===== src/rtl/lcd_angle_scheduler.sv =====
// Converts a 12-bit angle to BCD and streams "ANG dddd" plus a degree sign to an HD44780-style LCD controller.
// state     | meaning:  IDLE wait trigger | CONVERT double-dabble | WAIT_IDLE issue write | WAIT_ACK await busy rise | WAIT_DONE await busy fall
module lcd_angle_scheduler #(
    parameter int REFRESH_CYCLES = 2_500_000,
    parameter int ACK_TIMEOUT    = 16
) (
    input  logic        clk,
    input  logic        reset,
    input  logic [11:0] angle_in,
    input  logic        upd_stb,
    input  logic        lcd_busy,
    output logic [7:0]  lcd_data,
    output logic        lcd_rs,
    output logic        lcd_wr,
    output logic        busy,
    output logic        frame_done,
    output logic        err
);

    localparam logic [2:0] IDLE      = 3'd0;
    localparam logic [2:0] CONVERT   = 3'd1;
    localparam logic [2:0] WAIT_IDLE = 3'd2;
    localparam logic [2:0] WAIT_ACK  = 3'd3;
    localparam logic [2:0] WAIT_DONE = 3'd4;

    localparam logic [31:0] RC_LAST = 32'(REFRESH_CYCLES - 1);
    localparam logic [15:0] TO_LAST = 16'(ACK_TIMEOUT - 1);

    logic [2:0]  state;
    logic [31:0] rcnt;
    logic        refresh_tick;
    logic        trigger;
    logic        pending;
    logic [11:0] bin;
    logic [15:0] bcd;
    logic [11:0] bcd_adj;
    logic [3:0]  bitcnt;
    logic [3:0]  idx;
    logic [15:0] tcnt;
    logic [7:0]  xfer_byte;

    assign refresh_tick = (REFRESH_CYCLES != 0) && (rcnt == RC_LAST);
    assign trigger      = upd_stb | refresh_tick;

    always_ff @(posedge clk or negedge reset) begin
        if (!reset) begin
            rcnt <= '0;
        end else if (REFRESH_CYCLES == 0 || refresh_tick) begin
            rcnt <= '0;
        end else begin
            rcnt <= rcnt + 32'd1;
        end
    end

    // The thousands nibble never exceeds 4 for a 12-bit input, so only the lower three need the add-3 step.
    always_comb begin
        bcd_adj = bcd[11:0];
        for (int i = 0; i < 3; i++) begin
            if (bcd[i*4 +: 4] >= 4'd5) begin
                bcd_adj[i*4 +: 4] = bcd[i*4 +: 4] + 4'd3;
            end
        end
    end

    always_comb begin
        case (idx)
            4'd0:    xfer_byte = 8'h80;
            4'd1:    xfer_byte = 8'h41;
            4'd2:    xfer_byte = 8'h4E;
            4'd3:    xfer_byte = 8'h47;
            4'd4:    xfer_byte = 8'h20;
            4'd5:    xfer_byte = {4'h3, bcd[15:12]};
            4'd6:    xfer_byte = {4'h3, bcd[11:8]};
            4'd7:    xfer_byte = {4'h3, bcd[7:4]};
            4'd8:    xfer_byte = {4'h3, bcd[3:0]};
            default: xfer_byte = 8'hDF;
        endcase
    end

    always_ff @(posedge clk or negedge reset) begin
        if (!reset) begin
            state      <= IDLE;
            pending    <= 1'b0;
            bin        <= '0;
            bcd        <= '0;
            bitcnt     <= '0;
            idx        <= '0;
            tcnt       <= '0;
            lcd_data   <= '0;
            lcd_rs     <= 1'b0;
            lcd_wr     <= 1'b0;
            busy       <= 1'b0;
            frame_done <= 1'b0;
            err        <= 1'b0;
        end else begin
            lcd_wr     <= 1'b0;
            frame_done <= 1'b0;
            err        <= 1'b0;
            if (state != IDLE && trigger) begin
                pending <= 1'b1;
            end
            case (state)
                IDLE: begin
                    if (trigger || pending) begin
                        pending <= 1'b0;
                        bin     <= angle_in;
                        bcd     <= '0;
                        bitcnt  <= 4'd12;
                        busy    <= 1'b1;
                        state   <= CONVERT;
                    end
                end
                CONVERT: begin
                    bcd    <= {bcd[14:12], bcd_adj, bin[11]};
                    bin    <= {bin[10:0], 1'b0};
                    bitcnt <= bitcnt - 4'd1;
                    if (bitcnt == 4'd1) begin
                        idx   <= '0;
                        state <= WAIT_IDLE;
                    end
                end
                WAIT_IDLE: begin
                    if (!lcd_busy) begin
                        lcd_data <= xfer_byte;
                        lcd_rs   <= (idx != 4'd0);
                        lcd_wr   <= 1'b1;
                        tcnt     <= '0;
                        state    <= WAIT_ACK;
                    end
                end
                WAIT_ACK: begin
                    if (lcd_busy) begin
                        state <= WAIT_DONE;
                    end else if (tcnt == TO_LAST) begin
                        err   <= 1'b1;
                        busy  <= 1'b0;
                        state <= IDLE;
                    end else begin
                        tcnt <= tcnt + 16'd1;
                    end
                end
                WAIT_DONE: begin
                    if (!lcd_busy) begin
                        if (idx == 4'd9) begin
                            frame_done <= 1'b1;
                            busy       <= 1'b0;
                            state      <= IDLE;
                        end else begin
                            idx   <= idx + 4'd1;
                            state <= WAIT_IDLE;
                        end
                    end
                end
                default: state <= IDLE;
            endcase
        end
    end

endmodule


===== config.mk =====
export PLATFORM = sky130hd
export DESIGN_NAME = lcd_angle_scheduler
export DESIGN_NICKNAME = d
export VERILOG_FILES = /design/src/rtl/lcd_angle_scheduler.sv
export SDC_FILE = /design/constraint.sdc
export NUM_CORES = 1
export LEC_CHECK = 0
export CAP_MARGIN = 40
export CORE_UTILIZATION = 44
export CTS_CLUSTER_DIAMETER = 120
export DETAILED_ROUTE_END_ITERATION = 10
export SKIP_CTS_REPAIR_TIMING = 1
export SYNTH_ARGS = -nofsm -noshare
export SYNTH_HDL_FRONTEND = slang
export SYNTH_SLANG_ARGS = --single-unit

===== constraint.sdc =====
create_clock -name clk -period 2.8 [get_ports clk]
set_input_delay 0.28 -clock clk [delete_from_list [all_inputs] [get_ports clk]]
set_output_delay 0.28 -clock clk [all_outputs]
set_load 0.03 [all_outputs]

==> results.md, run 1 <==
* CTS Buf Count at 9
* Crit path cell chain: or4_4 -> nor4_4 -> and4_1 -> nor2_4 -> a221o_1
* I/O Pins at 29
* First-pass GRT wire length at roughly 18,000 um
* Count leader, synth: dfrtp_1
* Router iterations before antenna repair at 5
* IO buf count at 28
* Avg WL per Cell at around 16 um
* Clk root buf: clkbuf_16
* Worst min-delay path class: in -> async
* Chip width at between 100 and 150 um
* Fmax at 420 MHz
* CP max stage cell: or4_4
* Routability Congestion at a little over 0.8
* Ys Warns at 0
* Net count of the mapped netlist at between 500 and 600
* Antenna diodes at 0
* CTS tree: yes
* Worst-path fanout max at 22
* Post-route design area at around 6000 um^2
* Top cell type's share of synthesized area at about half
* Clock net sink count at roughly 100
* Layout cells sized above 1 at 7.13%
* Global route total overflow at 0
* Worst VDD drop at 651 uV
* Tmin final at 2.38 ns
* Multi-input combinational cell area at ~2400 um^2
* Storage cell area at ~2500 um^2
* Cell Pwr Density at approximately 870 nW/um^2
* Setup Crit Path Kind: reg -> reg
* Clock Tree Buf Depth at 2
* WHS at -0.0382 ns
* Largest net degree at the start of global routing at between 50 and 60
* #FFs+latches synth at between 100 and 150
* Commonest cells post-synth: dfrtp_1, nor2_1, nand2_1
* Fillers at around 1,000
* Row Count at 38
* Via count at 3,761
* RSZ-0062 raised after global routing: no
* Die Height at 110 um
* Slowest cell delay on critical path at roughly 0.56 ns
* Post-Route Skew at a little under 0.007 ns
* Failing checks: negative hold slack
* Initial Utilization at ~46%
* Synth top area cells: dfrtp_1, xor2_1, nor2_1, ha_1, xnor2_1
* Final routed DRC violation total at 0
* Mapped Area at 5110 um^2
* EDFF count, synth at 0
* Cell Area, Placed at around 5500 um^2
* ANT nets after route at 0
* Area Growth Syn to Fin at 15.0%
* Synth Area per Inst at ~10 um^2
* Crit start category: flop
* Relative slew slack at between 50% and 60%
* Synth area leader: dfrtp_1
* Leakage at approximately 2.6 nW
* Dpl cells at about 660
* Vias per inst at between 5 and 6
* Drt total wl at around 10,000 um
* Fin nets at ~560
* Detailed Place HPWL at 7130 um
* Synth Instances at 502
* Slew @ Worst Pin at about 0.7 ns
* Overall Global Routing Usage at 19.4%
* Number of global-route vias before repair at about 3,600
* Crit share post-route at about 85%
* Final cell count without fillers at roughly 670
* Status: finished, violations left
* Antenna violations before repair at 0
* FFs w/ async S/R, synth at 100%
* Worst-path clk slew at roughly 0.07 ns
* Critical path arrival at between 2 and 3 ns
* Endpoint kind of the worst setup timing path: flop
* Setup TNS Final at 0 ns
* Clock insertion delay at the later pin of the skew report at ~0.35 ns
* Worst Path Required at slightly above 3 ns
* Max-cap viol count at 0
* Top_reg_cell synth: dfrtp_1
* Core area at 11,100 um^2
* Final hold vios at 47
* Sequential-to-total area share from yosys stat at 49.5%
* Netlist cell types at 55
* Clock H-tree levels at 3
* Initial DRC Count at 194
* Pins Over Slew Limit at 0
* Die area at approximately 12,000 um^2
* Setup Viol. Count Final at 0
==> layout by cell type, fill, tap and decap left out, types with 9 or more instances in the layout <==
cell type	n
nor2_1	50
and2_1	12
a22o_1	11
ha_1	14
clkdlybuf4s50_1	27
nand4_1	13
dfrtp_1	101
nand2_1	33
xnor2_1	19
a21oi_1	11
nor3_1	23
nand3_1	16
clkbuf_16	9
xor2_1	29
a221o_1	11
and3_1	9
o21ai_0	21
inv_1	18
==> layer usage <==
| layer | vias up | global-route usage (%) | wire length [um] |
|---|---|---|---|
| met3 | 17 | 4.39 | 344 |
| met1 | 1835 | 27.2 | 5210 |
| li1 | 1855 | - | - |
| met4 | 0 | 7.24 | 202 |
| met2 | 54 | 29.2 | 4700 |
| met5 | - | 0 | 0 |
==> sequential cells by signal (all words and copies together), names as in the netlist, 3 cells and up <==
signal,count
rcnt,32
bcd,16
tcnt,16
bin,12
lcd_data,8
bitcnt,4
idx,4
state,3
==> cells by family (layout without fill, tap and decap cells) <==
group | count (synthesis) | count (layout) | synth area share [%]
AOI/OAI and AO/OA | 93 | 93 | 13.4
xor gates and xnor gates | 48 | 48 | 8.23
adders and majority gates | 14 | 14 | 3.43
buffers and inverters | 39 | 70 | 3.31
DFF | 101 | 101 | 49.5
muxes | 4 | 4 | 0.857
and+or+nand+nor | 203 | 203 | 21.3
==> cell type report <==
class | instances | share of cell area (%)
Multi-Input combinational cell | 362 | 41.2
Sequential cell | 101 | 43.0
Timing Repair Buffer | 36 | 5.96
Tap cell | 140 | 2.98
Inverter | 18 | 1.15
Clock inverter | 7 | 1.87
Clock buffer | 9 | 3.83
==> stage by stage <==
stage | util [%] | worst slack, ns | power (mW) | hold WS [ns]
2_1_floorplan | - | 0.634 | 3.24 | -0.0156
3_3_place_gp | 50.0 | 0.478 | 3.70 | 0.361
3_5_place_dp | 50.0 | 0.423 | 3.74 | 0.370
4_1_cts | 53.0 | 0.407 | 5.15 | -0.00847
5_1_grt | 53.0 | 0.327 | 5.43 | 0.00994
6_report | 53.0 | 0.422 | 5.09 | -0.0382
==> path summary, 6_finish.rpt <==
kind,slack (ns),cells past startpoint,end,startpoint
max,0.42,5,bin[3]$_DFFE_PN0P_,rcnt[25]$_DFF_PN0_
max in group asynchronous,2.13,2,bin[6]$_DFFE_PN0P_,reset
min,-0.04,1,tcnt[3]$_DFFE_PN0P_,reset
min reg2reg,0.46,1,rcnt[0]$_DFF_PN0_,rcnt[0]$_DFF_PN0_
max reg2reg,0.42,5,bin[3]$_DFFE_PN0P_,rcnt[25]$_DFF_PN0_
min in group clk,0.46,1,rcnt[0]$_DFF_PN0_,rcnt[0]$_DFF_PN0_
==> where the power goes <==
part | internal (mW) | switching [mW]
clock network | 0.797 | 0.579
registers | 1.76 | 0.268
logic | 0.725 | 0.967
==> worst max-delay path, delay by kind of cell, from the launching register on <==
kind | cells | cell delay [ns]
and+or+nand+nor | 4 | 1.50
AOI/OAI and AO/OA | 1 | 0.33
DFF | 1 | 0.42
No activity file was read; power rests on OpenSTA's default activity.
==> run 2: changes to the inputs <==
Clock period 2.8 ns to 2.25 ns, I/O delays scaled along.
==> results.md, run 2 (synthesis results as in run 1) <==
* FF-to-FF setup slack at 0.11 ns (-0.31 ns)
* Global route total overflow at 0 (unchanged)
* Commonest cells after routing, fill and taps aside: dfrtp_1, nor2_1, nand2_1
* Fin nets at 581 (+4.1%)
* Worst VDD drop at 600 uV (-7.9%)
* Pins Over Slew Limit at 0 (unchanged)
* Avg WL per Cell at 15.0 um (-3.5%)
* Fmax at 467 MHz (+11%)
* Die area at 12,000 um^2 (unchanged)
* Commonest non-fill, non-tap cell in the layout: dfrtp_1
* Post-route design area at 6030 um^2 (+2.6%)
* Cell Pwr Density at 1040 nW/um^2 (+21%)
* Layout cells sized above 1 at 11.0% (+3.8 points)
* Largest registers: rcnt (32), bcd (16), tcnt (16)
* Crit share post-route at 95.1% (+10 points)
* Chip width at 110 um (unchanged)
* Antenna diodes at 0 (unchanged)
* Die Height at 110 um (unchanged)
* Crit start category: flop
* Number of global-route vias before repair at 3,698 (+2.0%)
* Initial Utilization at 46.1% (unchanged)
* CTS Buf Count at 9 (unchanged)
* Final WS setup at 0.110 ns (-0.312 ns)
* Slowest cell delay on critical path at 0.58 ns (+0.02 ns)
* Clock net sink count at 101 (unchanged)
* Worst min-delay path class: in -> async
* RSZ-0062 raised after global routing: no
* Drt total wl at 10,400 um (-0.23%)
* Cell Area, Placed at 5720 um^2 (+3.2%)
* Max reg flops at 32 (unchanged)
* Critical path arrival at 2.38 ns (-0.22 ns)
* Clock insertion delay at the later pin of the skew report at 0.35 ns (about the same)
* Router iterations before antenna repair at 5 (unchanged)
* Largest net degree at the start of global routing at 47 (-9.6%)
* Core area at 11,100 um^2 (unchanged)
* Initial DRC Count at 178 (-8.2%)
* Worst-path clk slew at 0.07 ns (about the same)
* Row Count at 38 (unchanged)
* Status: complete, no violations
* I/O Pins at 29 (unchanged)
* Area Growth Syn to Fin at 18.0%
* Endpoint kind of the worst setup timing path: flop
* Setup TNS Final at 0 ns (unchanged)
* Clock H-tree levels at 3 (unchanged)
* Via count at 3,857 (+2.6%)
* Setup Viol. Count Final at 0 (unchanged)
* CP max stage cell: or4_1
* Final core area utilization at 54.4% (+1.4 points)
* Slew @ Worst Pin at 0.566 ns (-0.114 ns)
* Leakage at 2.67 nW (+4.0%)
* Pre-CTS setup slack at 0.0781 ns (-0.345 ns)
* Final routed DRC violation total at 0 (unchanged)
* Antenna violations before repair at 0 (unchanged)
* Biggest register: rcnt
* ANT nets after route at 0 (unchanged)
* Setup Crit Path Kind: reg -> reg
* Routability Congestion at 0.805 (-0.30%)
* CTS tree: yes
* Post-Route Skew at 0.00831 ns (+0.00151 ns)
* Detailed Place HPWL at 7320 um (+2.7%)
* Relative slew slack at 62.3% (+7.6 points)
* Overall Global Routing Usage at 19.4% (about the same)
* Max-cap viol count at 0 (unchanged)
* Clk root buf: clkbuf_16
* Worst-path fanout max at 6 (-73%)
* Vias per inst at 5.54 (-0.84%)
* Worst Path Required at 2.49 ns (-0.53 ns)
* First-pass GRT wire length at 17,900 um (+0.23%)
* Clock Tree Buf Depth at 2 (unchanged)
* IO buf count at 28 (unchanged)
* Storage cell area at 2530 um^2 (unchanged)
* Fillers at 994 (-3.0%)
* Crit path cell chain: or4_1 -> nor4_4 -> and4_2 -> buf_4 -> o21ai_0 -> a32o_1
* Tmin final at 2.14 ns (-0.238 ns)
* Final hold vios at 0 (-100%)
* Multi-input combinational cell area at 2420 um^2 (about the same)
==> run 2: routing by layer <==
| layer | GRT usage, % | wire length (um) | up-vias | share of wire, % |
|---|---|---|---|---|
| li1 | - | - | 1902 | - |
| met1 | 25.9 | 5120 | 1879 | 49 |
| met2 | 30.3 | 4800 | 71 | 46 |
| met3 | 5.63 | 424 | 5 | 4.1 |
| met4 | 5.90 | 80 | 0 | 0.77 |
| met5 | 0 | 0 | - | 0 |
==> run 2: worst paths after layout <==
kind | cells past startpoint | to | startpoint
min in group clk | 1 | rcnt[0]$_DFF_PN0_ | rcnt[0]$_DFF_PN0_
worst min register to register | 1 | rcnt[0]$_DFF_PN0_ | rcnt[0]$_DFF_PN0_
worst max-delay path | 6 | bcd[11]$_DFFE_PN0P_ | rcnt[29]$_DFF_PN0_
worst min-delay path | 2 | tcnt[10]$_DFFE_PN0P_ | reset
max in group asynchronous | 3 | rcnt[14]$_DFF_PN0_ | reset
worst max register to register | 6 | bcd[11]$_DFFE_PN0P_ | rcnt[29]$_DFF_PN0_
==> run 2: report_power, final <==
group          internal (mW)  switching, mW
Combinational           1.00           1.25
Clock                  0.866          0.703
Sequential              2.19          0.287
Total                   4.06           2.24
==> run 2: cell type report <==
class	count	share of cell area [%]
Sequential cell	101	41.9
Inverter	18	1.12
Timing Repair Buffer	59	8.92
Tap cell	140	2.91
Clock buffer	9	3.74
Clock inverter	7	1.22
Multi-Input combinational cell	362	40.2
==> run 2: critical path, delay by kind of cell (launching register included) <==
kind | cells | cell delay [ns]
and+or+nand+nor | 3 | 1.18
DFF | 1 | 0.39
AOI/OAI and AO/OA | 2 | 0.29
buffers and inverters | 1 | 0.17
==> run 2: metrics by stage <==
step	std cells	hold slack (ns)	power, mW
final	696	0.409	6.30
after global routing	696	0.465	6.72
after CTS	695	-0.114	6.36
after detailed placement	679	0.267	4.77
after global placement	679	0.262	4.72
after floorplan	502	-0.0706	4.04
==> run 3: changes to the inputs <==
Settings changed: CORE_MARGIN from default to 3.
==> results.md, run 3 (synthesis results as in run 1) <==
* Initial Utilization at 46.1% (unchanged)
* Largest registers: rcnt (32), bcd (16), tcnt (16)
* Worst VDD drop at 614 uV (+2.5%)
* Worst-path clk slew at 0.07 ns (about the same)
* RSZ-0062 raised after global routing: no
* Setup Crit Path Kind: reg -> reg
* Setup Viol. Count Final at 0 (unchanged)
* Worst Path Required at 2.48 ns (about the same)
* Cell Pwr Density at 1050 nW/um^2 (+0.76%)
* Post-Route Skew at 0.00503 ns (-0.00329 ns)
* Tmin final at 2.12 ns (-0.0208 ns)
* Detailed Place HPWL at 7430 um (+1.5%)
* Clock net sink count at 101 (unchanged)
* Avg WL per Cell at 15.0 um (+0.38%)
* Chip width at 114 um (+3.6%)
* Core area at 11,100 um^2 (unchanged)
* Commonest cells after routing, fill and taps aside: dfrtp_1, nor2_1, nand2_1
* Initial DRC Count at 191 (+7.3%)
* ANT nets after route at 0 (unchanged)
* Row Count at 38 (unchanged)
* First-pass GRT wire length at 18,300 um (+2.0%)
* Drt total wl at 10,400 um (-0.35%)
* Status: complete, no violations
* Commonest non-fill, non-tap cell in the layout: dfrtp_1
* Max-cap viol count at 0 (unchanged)
* Worst min-delay path class: in -> async
* Area Growth Syn to Fin at 17.4%
* Crit share post-route at 94.2% (-0.92 points)
* Layout cells sized above 1 at 9.62% (-1.4 points)
* Overall Global Routing Usage at 17.5% (-1.8 points)
* Antenna violations before repair at 0 (unchanged)
* Router iterations before antenna repair at 5 (unchanged)
* WHS at 0.428 ns (+0.0192 ns)
* Die Height at 114 um (+3.6%)
* Total power at 6.31 mW (+0.26%)
* Die area at 12,900 um^2 (+7.4%)
* Fmax at 472 MHz (+0.98%)
* CTS tree: yes
* CTS Buf Count at 9 (unchanged)
* Crit start category: flop
* Fin nets at 576 (-0.86%)
* Dpl cells at 674 (-0.74%)
* Relative slew slack at 60.2% (-2.1 points)
* Final core area utilization at 54.1% (-0.27 points)
* Setup TNS Final at 0 ns (unchanged)
* Endpoint kind of the worst setup timing path: flop
* Worst-path fanout max at 9 (+3)
* Largest net degree at the start of global routing at 46 (-2.1%)
* Vias per inst at 5.51 (-0.63%)
* Routability Congestion at 0.799 (-0.75%)
* Final hold vios at 0 (unchanged)
* IO buf count at 28 (unchanged)
* Leakage at 2.66 nW (-0.45%)
* Slew @ Worst Pin at 0.598 ns (+0.0318 ns)
* Critical path arrival at 2.35 ns (-0.03 ns)
* I/O Pins at 29 (unchanged)
* Clk root buf: clkbuf_16
* Final routed DRC violation total at 0 (unchanged)
* Antenna diodes at 0 (unchanged)
* Number of global-route vias before repair at 3,772 (+2.0%)
* Pins Over Slew Limit at 0 (unchanged)
* Biggest register: rcnt
* Final cell count without fillers at 691 (-0.72%)
* Global route total overflow at 0 (unchanged)
* Clock Tree Buf Depth at 2 (unchanged)
* Clock H-tree levels at 3 (unchanged)
* Clock insertion delay at the later pin of the skew report at 0.34 ns (about the same)
* Via count at 3,805 (-1.3%)
* Max reg flops at 32 (unchanged)
[run 3: cell types whose count changed in the layout (fill, tap and decap cells not counted)]
| cell | delta |
|---|---|
| and4_1 | +1 |
| clkbuf_1 | +2 |
| buf_4 | -5 |
| clkinv_2 | +1 |
| clkinvlp_4 | -3 |
| bufinv_16 | +1 |
| and4_2 | -1 |
| inv_8 | -1 |
[run 3: critical path, stage by stage, from the launching register on]
cell     delay (ns)
dfrtp_1        0.38
or4_1          0.57
nor4_4         0.26
and4_1         0.30
buf_4          0.19
o21ai_0        0.10
a32o_1         0.21
[run 3: per-stage QoR]
step,setup slack [ns],area (um^2)
2_1_floorplan,0.0842,5110
3_5_place_dp,0.101,5680
6_report,0.131,6000
4_1_cts,0.0935,5990
5_1_grt,0.0217,6000
3_3_place_gp,0.142,5680
[run 3: where the power goes]
group	leakage, nW	switching (mW)	total [mW]	internal (mW)
Sequential	1.33	0.329	2.52	2.19
Clock	0.153	0.654	1.62	0.970
Combinational	1.18	1.21	2.17	0.964
Total	2.66	2.19	6.31	4.12
[run 3: metal layers]
layer	wire, um	part of all wire [%]	GRT usage (%)
met5	0	0	0
met4	180	1.7	6.65
met3	317	3.1	3.18
met2	4920	47	28.4
met1	4970	48	23.5
[run 3: final timing paths]
kind	slack (ns)	start	endpoint	cells after the start
hold / removal	0.43	reset	tcnt[11]$_DFFE_PN0P_	2
min in group clk	0.46	rcnt[0]$_DFF_PN0_	rcnt[0]$_DFF_PN0_	1
setup / recovery	0.13	rcnt[29]$_DFF_PN0_	bcd[7]$_DFFE_PN0P_	6
max in group asynchronous	1.15	reset	rcnt[25]$_DFF_PN0_	3
hold reg to reg	0.46	rcnt[0]$_DFF_PN0_	rcnt[0]$_DFF_PN0_	1
setup reg to reg	0.13	rcnt[29]$_DFF_PN0_	bcd[7]$_DFFE_PN0P_	6
[run 3: area by class of cell]
cell class	instances	area, um^2
timing repair buffer	54	500
multi-input combinational	362	2420
clock buffer	11	233
clock inverter	5	75.1
inverter	18	67.6
tap	140	175
sequential	101	2530
fill	983	5080
